**src/rtl/isa_io_engine_pkg.sv**
```systemverilog
// Shared types and constants for the ISA I/O cycle engine.
// State encoding, default timing and timeout data pattern.
package isa_bus_pkg;

  typedef enum logic [2:0] {
    ST_IDLE,
    ST_SETUP,
    ST_STROBE,
    ST_HOLD,
    ST_RESP
  } state_t;

  localparam int DEF_DATA_WIDTH = 16;
  localparam int DEF_ADDR_WIDTH = 16;
  localparam int DEF_SETUP      = 2;
  localparam int DEF_STROBE     = 4;
  localparam int DEF_HOLD       = 1;
  localparam int DEF_TIMEOUT    = 16;

  localparam logic [63:0] TIMEOUT_DATA = '1;

  function automatic int max3(input int a, input int b, input int c);
    int m;
    m = (a > b) ? a : b;
    return (m > c) ? m : c;
  endfunction

endpackage

```
**src/rtl/isa_io_engine_if.sv**
```systemverilog
// HPS-side command/response handshake bundle.
// master = HPS, slave = cycle engine.
interface isa_io_engine_if
  import isa_bus_pkg::*;
#(
  parameter int DATA_WIDTH = DEF_DATA_WIDTH,
  parameter int ADDR_WIDTH = DEF_ADDR_WIDTH
) ();

  logic                  cmd_valid;
  logic                  cmd_ready;
  logic                  cmd_write;
  logic [ADDR_WIDTH-1:0] cmd_addr;
  logic [DATA_WIDTH-1:0] cmd_wdata;
  logic                  rsp_valid;
  logic                  rsp_ready;
  logic [DATA_WIDTH-1:0] rsp_rdata;
  logic                  rsp_error;

  modport master (
    output cmd_valid, cmd_write, cmd_addr, cmd_wdata, rsp_ready,
    input  cmd_ready, rsp_valid, rsp_rdata, rsp_error
  );

  modport slave (
    input  cmd_valid, cmd_write, cmd_addr, cmd_wdata, rsp_ready,
    output cmd_ready, rsp_valid, rsp_rdata, rsp_error
  );

endinterface

```
**src/rtl/isa_io_engine_rdy_sync.sv**
```systemverilog
// Two-flop synchroniser for the asynchronous ISA IOCHRDY line.
// Resets to ready so a cycle never extends out of reset.
module isa_rdy_sync (
  input  logic clk,
  input  logic reset,
  input  logic async_in,
  output logic sync_out
);

  logic meta;

  always_ff @(posedge clk or posedge reset) begin
    if (reset) begin
      meta     <= 1'b1;
      sync_out <= 1'b1;
    end else begin
      meta     <= async_in;
      sync_out <= meta;
    end
  end

endmodule

```
**src/rtl/isa_io_engine.sv**
```systemverilog
// ISA I/O cycle engine: one HPS command -> one full ISA I/O cycle
// with setup, strobe, IOCHRDY extension/timeout, hold and response.
module isa_io_engine
  import isa_bus_pkg::*;
#(
  parameter int DATA_WIDTH     = DEF_DATA_WIDTH,
  parameter int ADDR_WIDTH     = DEF_ADDR_WIDTH,
  parameter int SETUP_CYCLES   = DEF_SETUP,
  parameter int STROBE_CYCLES  = DEF_STROBE,
  parameter int HOLD_CYCLES    = DEF_HOLD,
  parameter int TIMEOUT_CYCLES = DEF_TIMEOUT
) (
  input  logic                  clk,
  input  logic                  reset,
  isa_io_engine_if.slave        hps,
  output logic [ADDR_WIDTH-1:0] address_bus,
  output logic [DATA_WIDTH-1:0] data_bus_out,
  output logic                  data_bus_oe,
  input  logic [DATA_WIDTH-1:0] data_bus_in,
  output logic                  IOW_n,
  output logic                  IOR_n,
  input  logic                  iochrdy
);

  localparam int CW =
    $clog2(max3(SETUP_CYCLES, STROBE_CYCLES, HOLD_CYCLES) + 1);
  localparam int EW = $clog2(TIMEOUT_CYCLES + 1);

  localparam logic [CW-1:0] SETUP_LAST  = CW'(SETUP_CYCLES - 1);
  localparam logic [CW-1:0] STROBE_LAST = CW'(STROBE_CYCLES - 1);
  localparam logic [CW-1:0] HOLD_LAST   = CW'(HOLD_CYCLES - 1);
  localparam logic [EW-1:0] EXT_MAX     = EW'(TIMEOUT_CYCLES);

  localparam logic [DATA_WIDTH-1:0] TO_DATA =
    TIMEOUT_DATA[DATA_WIDTH-1:0];

  state_t                state;
  logic [CW-1:0]         cnt;
  logic [EW-1:0]         ext;
  logic                  is_wr;
  logic                  rdy_sync;
  logic                  cmd_ready_q;
  logic                  rsp_valid_q;
  logic                  rsp_error_q;
  logic [DATA_WIDTH-1:0] rsp_rdata_q;

  assign hps.cmd_ready = cmd_ready_q;
  assign hps.rsp_valid = rsp_valid_q;
  assign hps.rsp_error = rsp_error_q;
  assign hps.rsp_rdata = rsp_rdata_q;

  isa_rdy_sync u_rdy_sync (
    .clk      (clk),
    .reset    (reset),
    .async_in (iochrdy),
    .sync_out (rdy_sync)
  );

  always_ff @(posedge clk or posedge reset) begin
    if (reset) begin
      state        <= ST_IDLE;
      cnt          <= '0;
      ext          <= '0;
      is_wr        <= 1'b0;
      cmd_ready_q  <= 1'b1;
      rsp_valid_q  <= 1'b0;
      rsp_error_q  <= 1'b0;
      rsp_rdata_q  <= '0;
      address_bus  <= '0;
      data_bus_out <= '0;
      data_bus_oe  <= 1'b0;
      IOW_n        <= 1'b1;
      IOR_n        <= 1'b1;
    end else begin
      unique case (state)
        ST_IDLE: begin
          if (hps.cmd_valid && cmd_ready_q) begin
            is_wr       <= hps.cmd_write;
            address_bus <= hps.cmd_addr;
            if (hps.cmd_write) begin
              data_bus_out <= hps.cmd_wdata;
              data_bus_oe  <= 1'b1;
            end
            cmd_ready_q <= 1'b0;
            cnt         <= '0;
            ext         <= '0;
            state       <= ST_SETUP;
          end
        end
        ST_SETUP: begin
          if (cnt == SETUP_LAST) begin
            cnt   <= '0;
            IOW_n <= ~is_wr;
            IOR_n <= is_wr;
            state <= ST_STROBE;
          end else begin
            cnt <= cnt + 1'b1;
          end
        end
        ST_STROBE: begin
          // cnt parks on the last nominal cycle while IOCHRDY extends
          if (cnt != STROBE_LAST) begin
            cnt <= cnt + 1'b1;
          end else if (rdy_sync || ext == EXT_MAX) begin
            IOW_n       <= 1'b1;
            IOR_n       <= 1'b1;
            cnt         <= '0;
            rsp_error_q <= ~rdy_sync;
            if (is_wr)
              rsp_rdata_q <= '0;
            else if (rdy_sync)
              rsp_rdata_q <= data_bus_in;
            else
              rsp_rdata_q <= TO_DATA;
            state <= ST_HOLD;
          end else begin
            ext <= ext + 1'b1;
          end
        end
        ST_HOLD: begin
          if (cnt == HOLD_LAST) begin
            cnt         <= '0;
            data_bus_oe <= 1'b0;
            rsp_valid_q <= 1'b1;
            state       <= ST_RESP;
          end else begin
            cnt <= cnt + 1'b1;
          end
        end
        ST_RESP: begin
          if (rsp_valid_q && hps.rsp_ready) begin
            rsp_valid_q <= 1'b0;
            rsp_error_q <= 1'b0;
            cmd_ready_q <= 1'b1;
            state       <= ST_IDLE;
          end
        end
        default: state <= ST_IDLE;
      endcase
    end
  end

endmodule

```
**src/flat_wrapper.sv**
```systemverilog
// flat-port wrapper written by rule: the top's interface ports become plain ports
module isa_io_engine_flat import isa_bus_pkg::*;
#(
  parameter int DATA_WIDTH     = DEF_DATA_WIDTH,
  parameter int ADDR_WIDTH     = DEF_ADDR_WIDTH,
  parameter int SETUP_CYCLES   = DEF_SETUP,
  parameter int STROBE_CYCLES  = DEF_STROBE,
  parameter int HOLD_CYCLES    = DEF_HOLD,
  parameter int TIMEOUT_CYCLES = DEF_TIMEOUT
)
  (clk, reset, address_bus, data_bus_out, data_bus_oe, data_bus_in, IOW_n, IOR_n, iochrdy, hps_cmd_valid, hps_cmd_write, hps_cmd_addr, hps_cmd_wdata, hps_rsp_ready, hps_cmd_ready, hps_rsp_valid, hps_rsp_rdata, hps_rsp_error);
  isa_io_engine_if #(.DATA_WIDTH(DATA_WIDTH), .ADDR_WIDTH(ADDR_WIDTH)) hps_i ();
  input  logic clk;
  input  logic reset;
  output logic [ADDR_WIDTH-1:0] address_bus;
  output logic [DATA_WIDTH-1:0] data_bus_out;
  output logic data_bus_oe;
  input  logic [DATA_WIDTH-1:0] data_bus_in;
  output logic IOW_n;
  output logic IOR_n;
  input  logic iochrdy;
  input wire logic [$bits(hps_i.cmd_valid)-1:0] hps_cmd_valid;
  input wire logic [$bits(hps_i.cmd_write)-1:0] hps_cmd_write;
  input wire logic [$bits(hps_i.cmd_addr)-1:0] hps_cmd_addr;
  input wire logic [$bits(hps_i.cmd_wdata)-1:0] hps_cmd_wdata;
  input wire logic [$bits(hps_i.rsp_ready)-1:0] hps_rsp_ready;
  output wire logic [$bits(hps_i.cmd_ready)-1:0] hps_cmd_ready;
  output wire logic [$bits(hps_i.rsp_valid)-1:0] hps_rsp_valid;
  output wire logic [$bits(hps_i.rsp_rdata)-1:0] hps_rsp_rdata;
  output wire logic [$bits(hps_i.rsp_error)-1:0] hps_rsp_error;
  assign hps_i.cmd_valid = hps_cmd_valid;
  assign hps_i.cmd_write = hps_cmd_write;
  assign hps_i.cmd_addr = hps_cmd_addr;
  assign hps_i.cmd_wdata = hps_cmd_wdata;
  assign hps_i.rsp_ready = hps_rsp_ready;
  assign hps_cmd_ready = hps_i.cmd_ready;
  assign hps_rsp_valid = hps_i.rsp_valid;
  assign hps_rsp_rdata = hps_i.rsp_rdata;
  assign hps_rsp_error = hps_i.rsp_error;
  isa_io_engine #(.DATA_WIDTH(DATA_WIDTH), .ADDR_WIDTH(ADDR_WIDTH), .SETUP_CYCLES(SETUP_CYCLES), .STROBE_CYCLES(STROBE_CYCLES), .HOLD_CYCLES(HOLD_CYCLES), .TIMEOUT_CYCLES(TIMEOUT_CYCLES)) u_core (.clk(clk), .reset(reset), .hps(hps_i), .address_bus(address_bus), .data_bus_out(data_bus_out), .data_bus_oe(data_bus_oe), .data_bus_in(data_bus_in), .IOW_n(IOW_n), .IOR_n(IOR_n), .iochrdy(iochrdy));
endmodule
```
**config.mk**
```make
export PLATFORM = sky130hd
export DESIGN_NAME = isa_io_engine_flat
export DESIGN_NICKNAME = d
export VERILOG_FILES = /design/src/rtl/isa_io_engine_pkg.sv /design/src/rtl/isa_io_engine_if.sv /design/src/rtl/isa_io_engine_rdy_sync.sv /design/src/rtl/isa_io_engine.sv /design/src/flat_wrapper.sv
export SDC_FILE = /design/constraint.sdc
export NUM_CORES = 1
export LEC_CHECK = 0
export ABC_AREA = 1
export BUFFER_PORTS_ARGS = -buffer_cell sky130_fd_sc_hd__buf_4
export CAP_MARGIN = 10
export CORE_MARGIN = 2
export CORE_UTILIZATION = 53
export CTS_CLUSTER_DIAMETER = 40
export CTS_CLUSTER_SIZE = 24
export DETAILED_ROUTE_END_ITERATION = 8
export PLACE_DENSITY = 0.84
export SYNTH_ARGS = -nofsm -noshare
export SYNTH_HDL_FRONTEND = slang
export SYNTH_HIERARCHICAL = 1
export SYNTH_SLANG_ARGS = --single-unit
```
**constraint.sdc**
```tcl
create_clock -name clk -period 5.7 [get_ports clk]
set_input_delay 1.14 -clock clk [delete_from_list [all_inputs] [get_ports clk]]
set_output_delay 1.14 -clock clk [all_outputs]
set_load 0.01 [all_outputs]
```
==> metrics, run 1 <==
top-area cell type share of the netlist area=51.2%; Slowest-stage cell, CP=dfstp_2; Leak=2.24 nW; Pwr Density=about 210 nW/µm²; Syn Inst Count=353; Worst Path Required=4.56 ns; initial antenna violation count=0; main combinational cell family by area after synthesis=simple AND/OR/NAND/NOR gates; die area=6440 µm²; area added between synthesis and finish=31.5%; Num CTS Buffers=9; Post-Synth Simple-Gate Area=27.9%; ys flop type=dfrtp_1; maximum fanout along the worst path=4; Synth async-reset ratio=100%; Clk Latency, worst-skew pair=0.33 ns; Cell Count, Final, Fillers Out=536; CORE AREA=5570 µm²; Max VDD drop=144 µV; Synth Warn #=6; CP Data Arrival Time=1.04 ns; H-tree depth=3; buffers and inverters on the worst path=1; flop2flop setup slack=a little under 4 ns; Nets=520; vias in the first global route=2,581; Worst Skew=0.00670 ns; Boundary Pins=~110; clk slew on worst S/H paths=0.07 ns; WL/cell=13.0 µm; first-pass GRT wire length=11,600 µm; DR pass1 iterations=4; initial DRC count=153; setup TNS=0 ns; layout cells sized above 1=between 30% and 40%; adder-cell share of the synthesized area=2.84%; critical path's top delay family=flip-flops; vias post-DR=approximately 2.7k; class of the worst hold path=flop to flop; largest cells by area after synthesis=dfrtp_1 (51%), nand2_1 (18%), nand3_1 (4.9%); diodes inserted=0; CTS resizes=0; FMAX=460 MHz; # Post-CTS Setup Buffers=0; final WL=between 6000 and 7000 µm; Synth Area in XOR/XNOR=0.569%; Die Y=80.2 µm; Cells after DPL=520; cell taking the most area after synthesis=dfrtp_1; DRC Markers=0; Via density=~5.0; CTS tree=done; area of the mapped netlist=3080 µm²; DP HPWL=~4800 µm; Period minus WS final=roughly 2.2 ns; Die X=~80 µm; Post-synth EDFFs=0; largest net degree at the start of global routing=67; Crit. End Element=output pin; multiplexer share of the synthesized area=0%; Max-Cap Viols=0; most common cell after layout, fill and taps aside=nand2_1; worst relative slew slack=46.6%; Buffers on Ports=roughly 110; CTS Hold Bufs=0; Final Setup Violations=0; Slew Viols, Final=0; Synth Net Count=414; measured slew at the worst slew-check pin=between 0.8 and 0.9 ns; sequential share of the synthesized area=around 55%; Final Hold Vio Count=0; startpoint types=flop; CTS Sinks=slightly below 70; result of the run=finished, final reports clean; root buffer cell=clkbuf_8; initial core utilization=55.3%; worst-path cell chain=buf_4; RSZ-0062 raised after global routing=no; # fillers=422; FF+latch count, synth=68; final worst path period share=a little under two fifths; Synth cell types=28; total grt overflow=0; Rows=27; post-route ant nets=0; commonest non-fill, non-tap cells in the layout=nand2_1 (146), buf_4 (108), dfrtp_1 (63); worst-case clock buffer depth=2; compound-gate portion of the synthesized area=7.55%; synthesized area per cell=8.73 µm²; GRT Total Usage=23.2%; CP peak stage delay=0.58 ns; GP Congestion=0.823; WS Path Type=flop to output pin
metal layers:
metal / up-vias / share of wire [%] / GRT usage (%)
li1: 1338 / - / -
met1: 1247 / 43 / 30.2
met2: 86 / 49 / 38.2
met3: 8 / 6.6 / 5.73
met4: 0 / 1.1 / 7.80
met5: - / 0 / 0
state kept, by name (all words and copies together), names as in the netlist:
signal                      flops
u_core/hps.cmd_ready            1
u_core/hps.rsp_rdata           16
u_core/IOR_n                    1
u_core/data_bus_out            16
u_core/ext                      5
u_core/u_rdy_sync/meta          1
u_core/hps.rsp_error            1
u_core/u_rdy_sync/sync_out      1
u_core/state                    3
u_core/address_bus             16
u_core/data_bus_oe              1
u_core/hps.rsp_valid            1
u_core/is_wr                    1
u_core/cnt                      3
u_core/IOW_n                    1
layout make-up:
class | instances | area [µm²] | share of cell area, %
clock inverters | 5 | 28.8 | 0.710
flip-flops and latches | 68 | 1710 | 42.2
repair buffers | 108 | 811 | 20.0
inverters | 22 | 85.1 | 2.10
well taps | 72 | 90.1 | 2.22
multi-input cells | 250 | 1200 | 29.6
clock buffers | 11 | 131 | 3.24
kinds of logic after synthesis:
kind of cell    count (synthesis)
simple gates                  199
flops                          68
compound gates                 42
buf+inv                        35
fa+ha+maj                       7
xor+xnor                        2
cell usage after synthesis, types with 4 or more instances:
library cell,instances
o21ai_1,13
ha_1,7
nand2_1,146
nor2_1,10
o21ai_0,21
dfrtp_1,63
nand3_1,30
dfstp_2,5
inv_1,18
o21ai_2,6
buf_4,4
path summary, 6_finish.rpt:
check / from / end / cells past startpoint
max in group asynchronous: reset / u_core/address_bus[4] / 3
worst max-delay path: u_core/hps.cmd_ready / hps_cmd_ready / 1
worst min-delay path: u_core/u_rdy_sync/meta / u_core/u_rdy_sync/sync_out / 0
min in group asynchronous: reset / u_core/u_rdy_sync/sync_out / 2
worst max register to register: u_core/state[1] / u_core/data_bus_out[6] / 6
worst min register to register: u_core/u_rdy_sync/meta / u_core/u_rdy_sync/sync_out / 0
per-stage QoR:
| stage | setup WS [ns] | total power [W] | instance area, µm² | hold slack (ns) | utilization, % |
|---|---|---|---|---|---|
| 4_1_cts | 3.51 | 0.000866 | 4050 | 0.357 | 72.7 |
| 3_3_place_gp | 3.37 | 0.000535 | 3890 | 0.345 | 69.8 |
| 5_1_grt | 3.49 | 0.000890 | 4050 | 0.361 | 72.7 |
| 6_report | 3.52 | 0.000858 | 4050 | 0.357 | 72.7 |
| 3_5_place_dp | 3.30 | 0.000536 | 3890 | 0.347 | 69.8 |
| 2_1_floorplan | 2.91 | 0.000504 | 3080 | 0.345 | - |
power by group:
| group | switching [W] | internal [W] |
|---|---|---|
| logic | 0.0000185 | 0.0000235 |
| registers | 0.000000216 | 0.000484 |
| clock network | 0.000176 | 0.000156 |
Power figures use the tool's default switching activity.
==> inputs of run 2 (changes only) <==
- CORE_UTILIZATION: 53 -> 45
- PLACE_DENSITY: 0.84 -> 0.76
- clock period: 5.7 -> 1.7 ns (I/O delays scaled with it)
==> metrics, run 2 (synthesized netlist as in run 1, its figures left out) <==
RR Endpoint=u_core/cnt[2]; Max VDD drop=384 µV; H-tree depth=3; first-pass GRT wire length=11,800 µm; post-route ant nets=0; Critical Path Start=u_core/ext[0]; CTS Hold Bufs=0; CORE AREA=roughly 6700 µm²; Pwr Density=783 nW/µm²; Cells after DPL=approximately 530; CP most frequent cell=nand2_1; final worst path period share=87.9%; initial core utilization=45.8%; Nets=526; Cell Count, Final, Fillers Out=550; Worst Setup Slack, final=0.205 ns; final WL=6940 µm; CP Data Arrival Time=1.70 ns; vias in the first global route=2,744; largest net degree at the start of global routing=33; result of the run=finished, final reports clean; CP Capture Point=u_core/cnt[2]; met2 Usage GRT=33.3%; die area=7520 µm²; Die X=about 87 µm; Clk Latency, worst-skew pair=0.33 ns; root buffer cell=clkbuf_8; GRT Total Usage=between 10% and 20%; total grt overflow=0; maximum fanout along the worst path=5; CTS resizes=0; worst-path cell chain=inv_1 > ha_1 > nand2_1 > inv_1 > nand2_1 > nand2_1 > nor2_1 > nor2_1 > nand2_1 > o21ai_1; Rows=30; GRT busiest layer=met2; CP peak stage delay=0.40 ns; worst-case clock buffer depth=2; Period minus WS final=roughly 1.5 ns; met3 GRT Util=5.33%; DR pass1 iterations=4; Via density=around 5; flop2flop setup slack=0.21 ns; Worst Path Required=1.91 ns; measured slew at the worst slew-check pin=roughly 0.42 ns; clk slew on worst S/H paths=0.08 ns; Slew Viols, Final=0; Leak=roughly 2.3 nW; Pwr Total=around 0.0033 W; Boundary Pins=108; commonest non-fill, non-tap cells in the layout=nand2_1 (146), buf_4 (113), dfrtp_1 (63); startpoint types=flop; initial DRC count=119; DRC Markers=0; Register-to-Register Path Depth=10; WS Path Type=flop to flop; Final Core Density=62.5%; Buffers on Ports=around 110; worst relative slew slack=72.0%; RSZ-0062 raised after global routing=no; worst slack, placed=roughly 0.22 ns; class of the worst hold path=input port to asynchronous set/reset pin; most common cell after layout, fill and taps aside=nand2_1; layout cells sized above 1=33.0%; WL/cell=12.6 µm; Crit. End Element=flop; Die Y=86.7 µm; Final Setup Violations=0; diodes inserted=0; initial antenna violation count=0; FMAX=669 MHz; critical path's top delay family=simple AND/OR/NAND/NOR gates; DP HPWL=a little over 5000 µm; CTS tree=done; # Post-CTS Setup Buffers=0; Max-Cap Viols=0; Critical Path Stages=10; vias post-DR=2,673; CTS Sinks=68; GP Congestion=0.864; area added between synthesis and finish=36.3%; buffers and inverters on the worst path=2; met1 usage=about a quarter; setup TNS=0 ns; Final Hold Vio Count=0; worst r2r src=u_core/ext[0]; Worst Skew=0.00694 ns; Num CTS Buffers=9; Slowest-stage cell, CP=dfrtp_1
==> run 2: area by class of cell <==
type	count	area, µm²
multi-input cells	250	1200
flip-flops and latches	68	1710
repair buffers	114	868
clock buffers	11	151
fillers	554	2520
inverters	22	88.8
well taps	80	100
clock inverters	5	83.8
==> run 2: metrics by stage <==
step | hold WS, ns | instance area [µm²]
finish | 0.0123 | 4200
global route | 0.0290 | 4200
CTS | 0.0126 | 4200
detailed placement | 0.353 | 3960
global placement | 0.346 | 3960
floorplan | 0.252 | 3080
==> run 2: per-layer routing <==
layer  part of all wire [%]  vias to the layer above
met5                      0                        -
li1                       -                     1348
met2                     48                       89
met3                    6.6                        9
met1                     44                     1227
met4                    1.4                        0
==> run 2: how the worst min path moves through the flow <==
stage / slack (ns) / end / cells past startpoint
finish: 0.01 / u_core/address_bus[8] / 2
global route: 0.03 / u_core/address_bus[12] / 2
CTS: 0.01 / u_core/address_bus[12] / 2
detailed placement: 0.35 / u_core/u_rdy_sync/sync_out / 0
global placement: 0.35 / u_core/u_rdy_sync/sync_out / 0
floorplan: 0.25 / u_core/u_rdy_sync/meta / 1
==> run 2: where the power goes <==
part	leakage (nW)	switching, W	internal [W]
clock network	0.112	0.000612	0.000908
logic	1.37	0.0000636	0.0000820
registers	0.807	0.000000839	0.00162
==> run 2: worst register-to-register path, delay by kind of cell (launching register included) <==
| kind | cells | cell delay, ns |
|---|---|---|
| and+or+nand+nor | 6 | 0.61 |
| adders and majority gates | 1 | 0.20 |
| DFF | 1 | 0.40 |
| AOI/OAI and AO/OA | 1 | 0.07 |
| buffers and inverters | 2 | 0.10 |
==> inputs of run 3 (changes only) <==
- ABC_AREA: 1 -> not set
- CORE_UTILIZATION: 45 -> 44
- PLACE_DENSITY: 0.76 -> 0.74
==> metrics, run 3 <==
result of the run=finished, final reports clean; Final Core Density=around two thirds; Synth Warn #=6; top-count cell post-synth=dfrtp_1; Clk Latency, worst-skew pair=0.34 ns; GP Congestion=0.811; Slowest-stage cell, CP=dfrtp_1; Rows=30; worst relative slew slack=66.7%; Nets=452; Crit. End Element=flop; top-area cell type share of the netlist area=approximately 53%; Clk pwr share=17.9%; largest cells by area after synthesis=dfrtp_1 (53%), mux2_2 (12%), o21ai_0 (7.0%); Final Hold Vio Count=0; flop2flop setup slack=a little over 0.02 ns; Worst Skew=about 0.012 ns; Die X=86.4 µm; Cells after DPL=about 460; CTS Sinks=68; CP peak stage delay=roughly 0.37 ns; total grt overflow=0; CP Data Arrival Time=1.94 ns; multiplexer share of the synthesized area=13.5%; Cell Count, Final, Fillers Out=~480; Max-Cap Viols=0; most common cell after layout, fill and taps aside=buf_4; CORE AREA=6680 µm²; FMAX=595 MHz; H-tree depth=3; ys flop type=dfrtp_1; buffers and inverters on the worst path=1; worst-case clock buffer depth=2; Synth cell types=42; maximum fanout along the worst path=6; Switching Fraction=35.1%; root buffer cell=clkbuf_8; diodes inserted=0; layout cells sized above 1=56.3%; adder-cell share of the synthesized area=slightly below 3%; critical path's top delay family=simple AND/OR/NAND/NOR gates; worst r2r src=u_core/ext[0]; Slew Viols, Final=0; CTS tree=done; Syn Inst Count=255; class of the worst hold path=input port to asynchronous set/reset pin; Max VDD drop=913 µV; Gate power share=47.4%; Num CTS Buffers=9; DR pass1 iterations=4; DP HPWL=approximately 5200 µm; WL/cell=roughly 16 µm; first-pass GRT wire length=11,800 µm; WS Path Type=flop to flop; worst slack, placed=-0.179 ns; initial antenna violation count=0; Synth Net Count=316; Register-to-Register Path Depth=7; Boundary Pins=108; Worst Path Required=just under 2 ns; cell taking the most area after synthesis=dfrtp_1; Synth async-reset ratio=100%; Int Pwr=approximately 0.0054 W; RSZ-0062 raised after global routing=yes; largest net degree at the start of global routing=35; clk slew on worst S/H paths=0.08 ns; Final Setup Violations=0; P_sw=0.00289 W; final WL=7410 µm; Via density=5.13; commonest non-fill, non-tap cells in the layout=buf_4 (133), dfrtp_1 (61), o21ai_0 (41); area added between synthesis and finish=47.2%; initial core utilization=44.8%; area of the mapped netlist=around 3000 µm²; Die Y=between 80 and 90 µm; initial DRC count=110; synthesized area per cell=roughly 12 µm²; Seq pwr share=34.7%; Period minus WS final=~1.7 ns; GRT Total Usage=20.2%; Pwr Density=approximately 1900 nW/µm²; vias in the first global route=2,501; sequential share of the synthesized area=57.1%; vias post-DR=2,441; die area=7470 µm²; Pwr Total=between 0.008 and 0.009 W; Commonest cells post-synth=dfrtp_1 (63), o21ai_0 (42), mux2_2 (33); final worst path period share=98.8%; Post-synth EDFFs=0; FF+latch count, synth=68; startpoint types=flop; post-route ant nets=0; RR Endpoint=u_core/IOW_n; compound-gate portion of the synthesized area=11.8%; main combinational cell family by area after synthesis=multiplexers; Synth Area in XOR/XNOR=0.293%; measured slew at the worst slew-check pin=0.499 ns; worst-path cell chain=inv_2 > ha_4 > and4bb_2 > o21a_1 > o211a_4 > and4_1 > nor3_2; Worst Setup Slack, final=0.0207 ns; Post-Synth Simple-Gate Area=around a tenth; Leak=2.13 nW; DRC Markers=0; Buffers on Ports=107
[run 3: what timing repair did]
item,in CTS,in global routing
setup buffers,3,1
hold buffers,0,0
cloned,0,0
gates resized for setup,12,19
setup endpoints to repair,12,24
pin swaps,10,10
[run 3: metrics by stage]
step | area (µm²) | TNS, ns | hold WS, ns
floorplan | 3000 | 0 | 0.252
global route | 4400 | -0.260 | 0.0390
detailed placement | 4030 | -0.692 | 0.347
finish | 4400 | 0 | 0.0470
global placement | 4030 | -0.109 | 0.345
CTS | 4320 | 0 | 0.0394
[run 3: worst register-to-register path, stage by stage, from the launching register on]
cell	delay, ns
dfrtp_1	0.37
inv_2	0.06
ha_4	0.15
and4bb_2	0.26
o21a_1	0.19
o211a_4	0.26
and4_1	0.16
nor3_2	0.16
[run 3: worst max path at each step]
stage                        startpoint  cells past startpoint  slack [ns]         endpoint
after floorplan           u_core/ext[0]                      7       0.003    u_core/ext[4]
after global placement    u_core/ext[0]                      7       -0.04     u_core/IOR_n
after detailed placement  hps_cmd_valid                      7       -0.18     u_core/IOW_n
after CTS                 u_core/cnt[0]                      7       0.002  u_core/state[1]
after global routing      u_core/ext[0]                      7       -0.06     u_core/IOW_n
final                     u_core/ext[0]                      7        0.02     u_core/IOW_n
[run 3: final cells by class]
class	instances	area, µm²
Sequential cell	68	1710
Clock buffer	9	124
Timing Repair Buffer	137	1050
Tap cell	80	100
Multi-Input combinational cell	163	1270
Clock inverter	7	98.8
Fill cell	531	2280
Inverter	12	48.8
[run 3: kinds of logic (layout without fill, tap and decap cells)]
| family | after synthesis | after routing |
|---|---|---|
| flops | 68 | 68 |
| simple gates | 57 | 57 |
| mux | 36 | 36 |
| xor+xnor | 1 | 1 |
| buf+inv | 24 | 165 |
| fa+ha+maj | 7 | 7 |
| compound gates | 62 | 62 |
[run 3: power groups by stage]
stage	Combinational (W)	Sequential (W)	Clock [W]
after global routing	0.00423	0.00297	0.00158
after global placement	0.00345	0.00281	0
final	0.00391	0.00286	0.00148
after CTS	0.00374	0.00283	0.00151
after detailed placement	0.00355	0.00284	0
after floorplan	0.00151	0.00311	0
[run 3: routing by layer]
| layer | up-vias | global-route usage, % | wire length (µm) |
|---|---|---|---|
| met2 | 50 | 34.5 | 4070 |
| met3 | 6 | 4.38 | 297 |
| li1 | 1164 | - | - |
| met5 | - | 0 | 0 |
| met4 | 0 | 6.39 | 62 |
| met1 | 1221 | 25.7 | 2990 |
